[config.mk]
export PLATFORM = sky130hd
export DESIGN_NAME = omsp_lpm_sequencer
export DESIGN_NICKNAME = d
export VERILOG_FILES = /design/src/rtl/omsp_lpm_sequencer.sv
export SDC_FILE = /design/constraint.sdc
export NUM_CORES = 1
export LEC_CHECK = 0
export CAP_MARGIN = 20
export CORE_ASPECT_RATIO = 2
export CORE_UTILIZATION = 35
export DETAILED_ROUTE_END_ITERATION = 8
export GPL_TIMING_DRIVEN = 0
export PLACE_DENSITY_LB_ADDON = 0.1
export SLEW_MARGIN = 25
export SYNTH_ARGS = -nofsm -noshare
export SYNTH_HDL_FRONTEND = slang
export SYNTH_SLANG_ARGS = --single-unit
export TNS_END_PERCENT = 30
[constraint.sdc]
create_clock -name mclk -period 2.05 [get_ports mclk]
set_input_delay 0.205 -clock mclk [delete_from_list [all_inputs] [get_ports mclk]]
set_output_delay 0.205 -clock mclk [all_outputs]
set_load 0.01 [all_outputs]
[src/rtl/omsp_lpm_sequencer.sv]
// Low-power-mode sequencer: powers CPU, SMCLK and LFXT down in order and
// back up in reverse order, waiting for the oscillator to restart on wake-up.
module omsp_lpm_sequencer #(
    parameter int unsigned OSC_TICKS    = 4,
    parameter int unsigned WAKE_TIMEOUT = 1024
) (
    input  logic       mclk,
    input  logic       por_reset_a,
    input  logic       lpm_req,
    input  logic [1:0] lpm_mode,
    input  logic       wakeup,
    input  logic       dbg_en_s,
    input  logic       osc_tick,
    input  logic       fault_clr,
    output logic       cpu_en,
    output logic       scg1,
    output logic       oscoff,
    output logic       lpm_ack,
    output logic       lpm_rej,
    output logic       wake_done,
    output logic       osc_fault,
    output logic [2:0] state
);

    localparam int unsigned TICK_W = 4;
    localparam int unsigned CYC_W  = 16;
    localparam logic [TICK_W-1:0] TICK_TARGET = TICK_W'(OSC_TICKS);
    localparam logic [CYC_W-1:0]  CYC_LAST    = CYC_W'(WAKE_TIMEOUT - 1);

    typedef enum logic [2:0] {
        ACTIVE     = 3'd0,
        OFF_CPU    = 3'd1,
        OFF_SMCLK  = 3'd2,
        OFF_OSC    = 3'd3,
        SLEEP      = 3'd4,
        WAKE_OSC   = 3'd5,
        WAKE_SMCLK = 3'd6,
        WAKE_CPU   = 3'd7
    } state_e;

    state_e              state_q, state_d;
    logic [1:0]          mode_q, mode_d;
    logic                cpu_en_q, cpu_en_d;
    logic                scg1_q, scg1_d;
    logic                oscoff_q, oscoff_d;
    logic                ack_q, ack_d;
    logic                rej_q, rej_d;
    logic                done_q, done_d;
    logic                fault_q, fault_d;
    logic [TICK_W-1:0]   tick_cnt_q, tick_cnt_d;
    logic [CYC_W-1:0]    cyc_cnt_q, cyc_cnt_d;
    logic [TICK_W-1:0]   tick_sat;

    // Tick count including the current pulse, saturating at all-ones
    assign tick_sat = (tick_cnt_q == '1) ? tick_cnt_q : tick_cnt_q + TICK_W'(osc_tick);

    always_ff @(posedge mclk or posedge por_reset_a) begin
        if (por_reset_a) begin
            state_q    <= ACTIVE;
            mode_q     <= '0;
            cpu_en_q   <= 1'b1;
            scg1_q     <= 1'b0;
            oscoff_q   <= 1'b0;
            ack_q      <= 1'b0;
            rej_q      <= 1'b0;
            done_q     <= 1'b0;
            fault_q    <= 1'b0;
            tick_cnt_q <= '0;
            cyc_cnt_q  <= '0;
        end else begin
            state_q    <= state_d;
            mode_q     <= mode_d;
            cpu_en_q   <= cpu_en_d;
            scg1_q     <= scg1_d;
            oscoff_q   <= oscoff_d;
            ack_q      <= ack_d;
            rej_q      <= rej_d;
            done_q     <= done_d;
            fault_q    <= fault_d;
            tick_cnt_q <= tick_cnt_d;
            cyc_cnt_q  <= cyc_cnt_d;
        end
    end

    // Wake-up restores whichever resource was switched off last
    always_comb begin
        state_d    = state_q;
        mode_d     = mode_q;
        cpu_en_d   = cpu_en_q;
        scg1_d     = scg1_q;
        oscoff_d   = oscoff_q;
        ack_d      = 1'b0;
        rej_d      = 1'b0;
        done_d     = 1'b0;
        fault_d    = fault_clr ? 1'b0 : fault_q;
        tick_cnt_d = '0;
        cyc_cnt_d  = '0;

        if (wakeup && (state_q inside {OFF_CPU, OFF_SMCLK, OFF_OSC, SLEEP})) begin
            if (oscoff_q) begin
                state_d  = WAKE_OSC;
                oscoff_d = 1'b0;
            end else if (scg1_q) begin
                state_d = WAKE_SMCLK;
                scg1_d  = 1'b0;
            end else begin
                state_d  = WAKE_CPU;
                cpu_en_d = 1'b1;
            end
        end else begin
            unique case (state_q)
                ACTIVE: begin
                    if (lpm_req) begin
                        if (wakeup) begin
                            rej_d = 1'b1;
                        end else begin
                            mode_d   = lpm_mode;
                            state_d  = OFF_CPU;
                            cpu_en_d = 1'b0;
                        end
                    end
                end
                OFF_CPU: begin
                    if (mode_q == 2'd0) begin
                        state_d = SLEEP;
                        ack_d   = 1'b1;
                    end else begin
                        state_d = OFF_SMCLK;
                        scg1_d  = 1'b1;
                    end
                end
                OFF_SMCLK: begin
                    if (mode_q[1] && !dbg_en_s) begin
                        state_d  = OFF_OSC;
                        oscoff_d = 1'b1;
                    end else begin
                        state_d = SLEEP;
                        ack_d   = 1'b1;
                    end
                end
                OFF_OSC: begin
                    state_d = SLEEP;
                    ack_d   = 1'b1;
                end
                SLEEP: begin
                    state_d = SLEEP;
                end
                WAKE_OSC: begin
                    tick_cnt_d = tick_sat;
                    cyc_cnt_d  = cyc_cnt_q + CYC_W'(1);
                    // Tick completion wins over a coincident timeout
                    if (tick_sat >= TICK_TARGET) begin
                        state_d = WAKE_SMCLK;
                        scg1_d  = 1'b0;
                    end else if (cyc_cnt_q == CYC_LAST) begin
                        state_d = WAKE_SMCLK;
                        scg1_d  = 1'b0;
                        fault_d = 1'b1;
                    end
                end
                WAKE_SMCLK: begin
                    state_d  = WAKE_CPU;
                    cpu_en_d = 1'b1;
                end
                WAKE_CPU: begin
                    state_d = ACTIVE;
                    done_d  = 1'b1;
                end
                default: begin
                    state_d = ACTIVE;
                end
            endcase
        end
    end

    assign cpu_en    = cpu_en_q;
    assign scg1      = scg1_q;
    assign oscoff    = oscoff_q;
    assign lpm_ack   = ack_q;
    assign lpm_rej   = rej_q;
    assign wake_done = done_q;
    assign osc_fault = fault_q;
    assign state     = state_q;

endmodule

==> results.yml <==
logic_synthesis:
  synthCells: 180
  ys_types: 43
  syn_nets: 192
  yosysWarnings: 0
  async_reset_ff_frac: 1.00
  synth_edf_count: 0
  synth_flop_cell: "dfrtp_1"
  yosysSeqAreaShare: 0.480
  netlist_area_um2: 1670
  avgSynthCellArea_um2: 9.29
  ys_seq_elements: 32
cells_and_area:
  utilization: 0.439
  nets: 217
  antennaDiodeCount: 0
  syn_to_final_growth_pct: 20.7
  stdcell_area_um2: 2020
  fin_cells: 261
  drive_above_1_share: 0.0777
power_and_ir_drop:
  pwr-share-comb: 0.375
  internal-power_mw: 1.36
  ir_drop_mv: 0.487
  seqPwrFrac: 0.397
  p_leak_nw: 0.827
  pwr-share-clk: 0.228
  p_switching_uw: 810
  p_sw_frac: 0.374
  p_per_area_nw_per_um2: 1080
cts:
  cts_buffers: 5
  postCtsSetupRepairBufs: 0
  cts.sinks: 32
  cts_tree: "done"
  path_clk_slew_ns: 0.06
  cts_max_path_buffers: 2
  cts_root_buf: "clkbuf_8"
  htree_levels: 2
  clkLatencyLatePin_ns: 0.28
die:
  fp.coreArea_um2: 4600
  dieWidth_um: 50.9
  boundaryPins: 19
  start_util: 0.364
  die_y_um: 99.7
  fp-row-count: 35
  dieArea_um2: 5070
placement:
  placed_cells: 253
  hpwlAfterDp_mm: 3.14
  gp_congestion: 0.864
  place_area_um2: 1920
  port-buffer-count: 18
critical_path:
  crit_arrival_ns: 2.00
  cp_max_fo: 4
  startpoint: "cyc_cnt_q[12]$_DFF_PP0_"
  end_kind: "flop"
  timing.rr.start: "cyc_cnt_q[12]$_DFF_PP0_"
  worstSetupPathType: "flop to flop"
  cp.required_ns: 2.21
  start_kind: "flop"
timing:
  tns_ns: 0
  setup_viol: 0
  rsz0062_at_grt: "no"
  finalMaxSlewViolations: 0
  fmax_ghz: 0.543
  min_period_ns: 1.84
  fin_hold_ws_ns: 0.348
  skew_ns: 0.00407
  slew-limit-headroom: 0.549
  hold_violations: 0
  period_share: 0.899
  worst_slew_pin_slew_ns: 0.676
detailed_routing:
  drtPass1Iterations: 4
  wirelength_mm: 4.07
  routed_via_density: 5.53
  wl_per_cell_um: 15.6
  dr.first_iter.drc_count: 48
  drt.antenna.violating_nets: 0
  vias: 1443
  drc: 0
global_route:
  antenna_found_initial: 0
  grt_overflow: 0
  grt_pass1_vias: 1485
  grt_max_degree: 33
  grtUsageTotal: 0.188
  grt_pass1_wl_mm: 6.95
outcome:
  outcome: "finished, final reports clean"
job:
  cap_viol_max_count: 0
min_path:
  hold_path.class: "input port to asynchronous set/reset pin"
[timing repair]
item	in CTS	in global routing
resized for setup	1	0
hold buffers	0	0
endpoints found under the setup margin	2	0
[worst max-delay path, stage by stage, from the launching register on]
cell and delay, ns:
dfrtp_1 0.42, or4_1 0.54, nor4_2 0.32, nor4b_2 0.13
a211o_1 0.31
[sequential cells by signal, indices dropped and copies added, names as in the netlist]
register    cells
state           3
wake_done       1
oscoff          1
mode_q          2
osc_fault       1
cpu_en          1
lpm_rej         1
tick_cnt_q      4
cyc_cnt_q      16
lpm_ack         1
scg1            1
[kinds of logic after synthesis]
group | share of synthesized area
flops | 0.480
fa+ha+maj | 0.0225
xor+xnor | 0.0681
mux | 0.0135
simple gates | 0.278
buf+inv | 0.0314
compound gates | 0.107
[final cells by class]
| type | count | area (µm²) |
|---|---|---|
| buffer | 7 | 26.3 |
| clock buffer | 8 | 90.1 |
| fill | 470 | 2580 |
| inverter | 7 | 26.3 |
| multi-input combinational | 134 | 823 |
| sequential | 32 | 802 |
| tap | 55 | 68.8 |
| timing repair buffer | 18 | 180 |
[cell usage in the layout (no fill, tap or decap), drive strengths merged, types with 2 or more instances in the layout]
master         instances
nor2b                  2
nor4                   3
and4                   2
clkbuf                15
nand3                 10
nor3                   8
o21ai                  9
xor2                   7
inv                    7
or4b                   2
o211ai                 2
and3                   2
dfrtp                 31
nor2                  29
xnor2                  6
nand4                  5
mux2                   2
clkdlybuf4s50         18
ha                     3
nand2                 11
a21oi                  9
or3                    3
nand2b                 4
[power by group through the flow]
stage | clock [mW] | sequential, mW | combinational, mW
after global routing | 0.534 | 0.881 | 0.896
final | 0.495 | 0.860 | 0.813
after global placement | 0 | 0.865 | 0.789
after CTS | 0.516 | 0.860 | 0.817
after detailed placement | 0 | 0.869 | 0.809
after floorplan | 0 | 0.862 | 0.482
[stage by stage]
stage / setup WS [ns] / total power, mW
6_report: 0.207 / 2.17
5_1_grt: 0.0719 / 2.31
4_1_cts: 0.184 / 2.19
3_5_place_dp: -0.225 / 1.68
3_3_place_gp: -0.232 / 1.65
2_1_floorplan: 0.375 / 1.34
[Yosys cell counts (3+ instances only)]
| master | count | area, µm² |
|---|---|---|
| nand2b_1 | 4 | 25.0 |
| o21ai_0 | 9 | 45.0 |
| nand2_1 | 11 | 41.3 |
| dfrtp_1 | 31 | 776 |
| inv_1 | 7 | 26.3 |
| nor3_1 | 8 | 40.0 |
| xor2_1 | 7 | 61.3 |
| a21oi_1 | 9 | 45.0 |
| clkbuf_1 | 7 | 26.3 |
| nand4_1 | 4 | 25.0 |
| ha_1 | 3 | 37.5 |
| nor2_1 | 29 | 109 |
| xnor2_1 | 6 | 52.6 |
| nand3_1 | 10 | 50.1 |
[path summary, 6_finish.rpt]
| kind | endpoint | slack, ns | cells after the start |
|---|---|---|---|
| min in group mclk | osc_fault$_DFF_PP0_ | 0.50 | 2 |
| max in group asynchronous | scg1$_DFFE_PP0P_ | 1.26 | 2 |
| max reg2reg | scg1$_DFFE_PP0P_ | 0.21 | 4 |
| max | scg1$_DFFE_PP0P_ | 0.21 | 4 |
| min | lpm_ack$_DFF_PP0_ | 0.35 | 2 |
| min reg2reg | cyc_cnt_q[0]$_DFF_PP0_ | 0.53 | 1 |
[per-layer routing]
layer / part of all wire / vias up / track usage
met3: 0.035 / 13 / 0.0291
met1: 0.35 / 704 / 0.179
li1: - / 681 / -
met5: 0 / - / 0
met4: 0.048 / 0 / 0.137
met2: 0.56 / 45 / 0.348
Power figures use the tool's default switching activity.
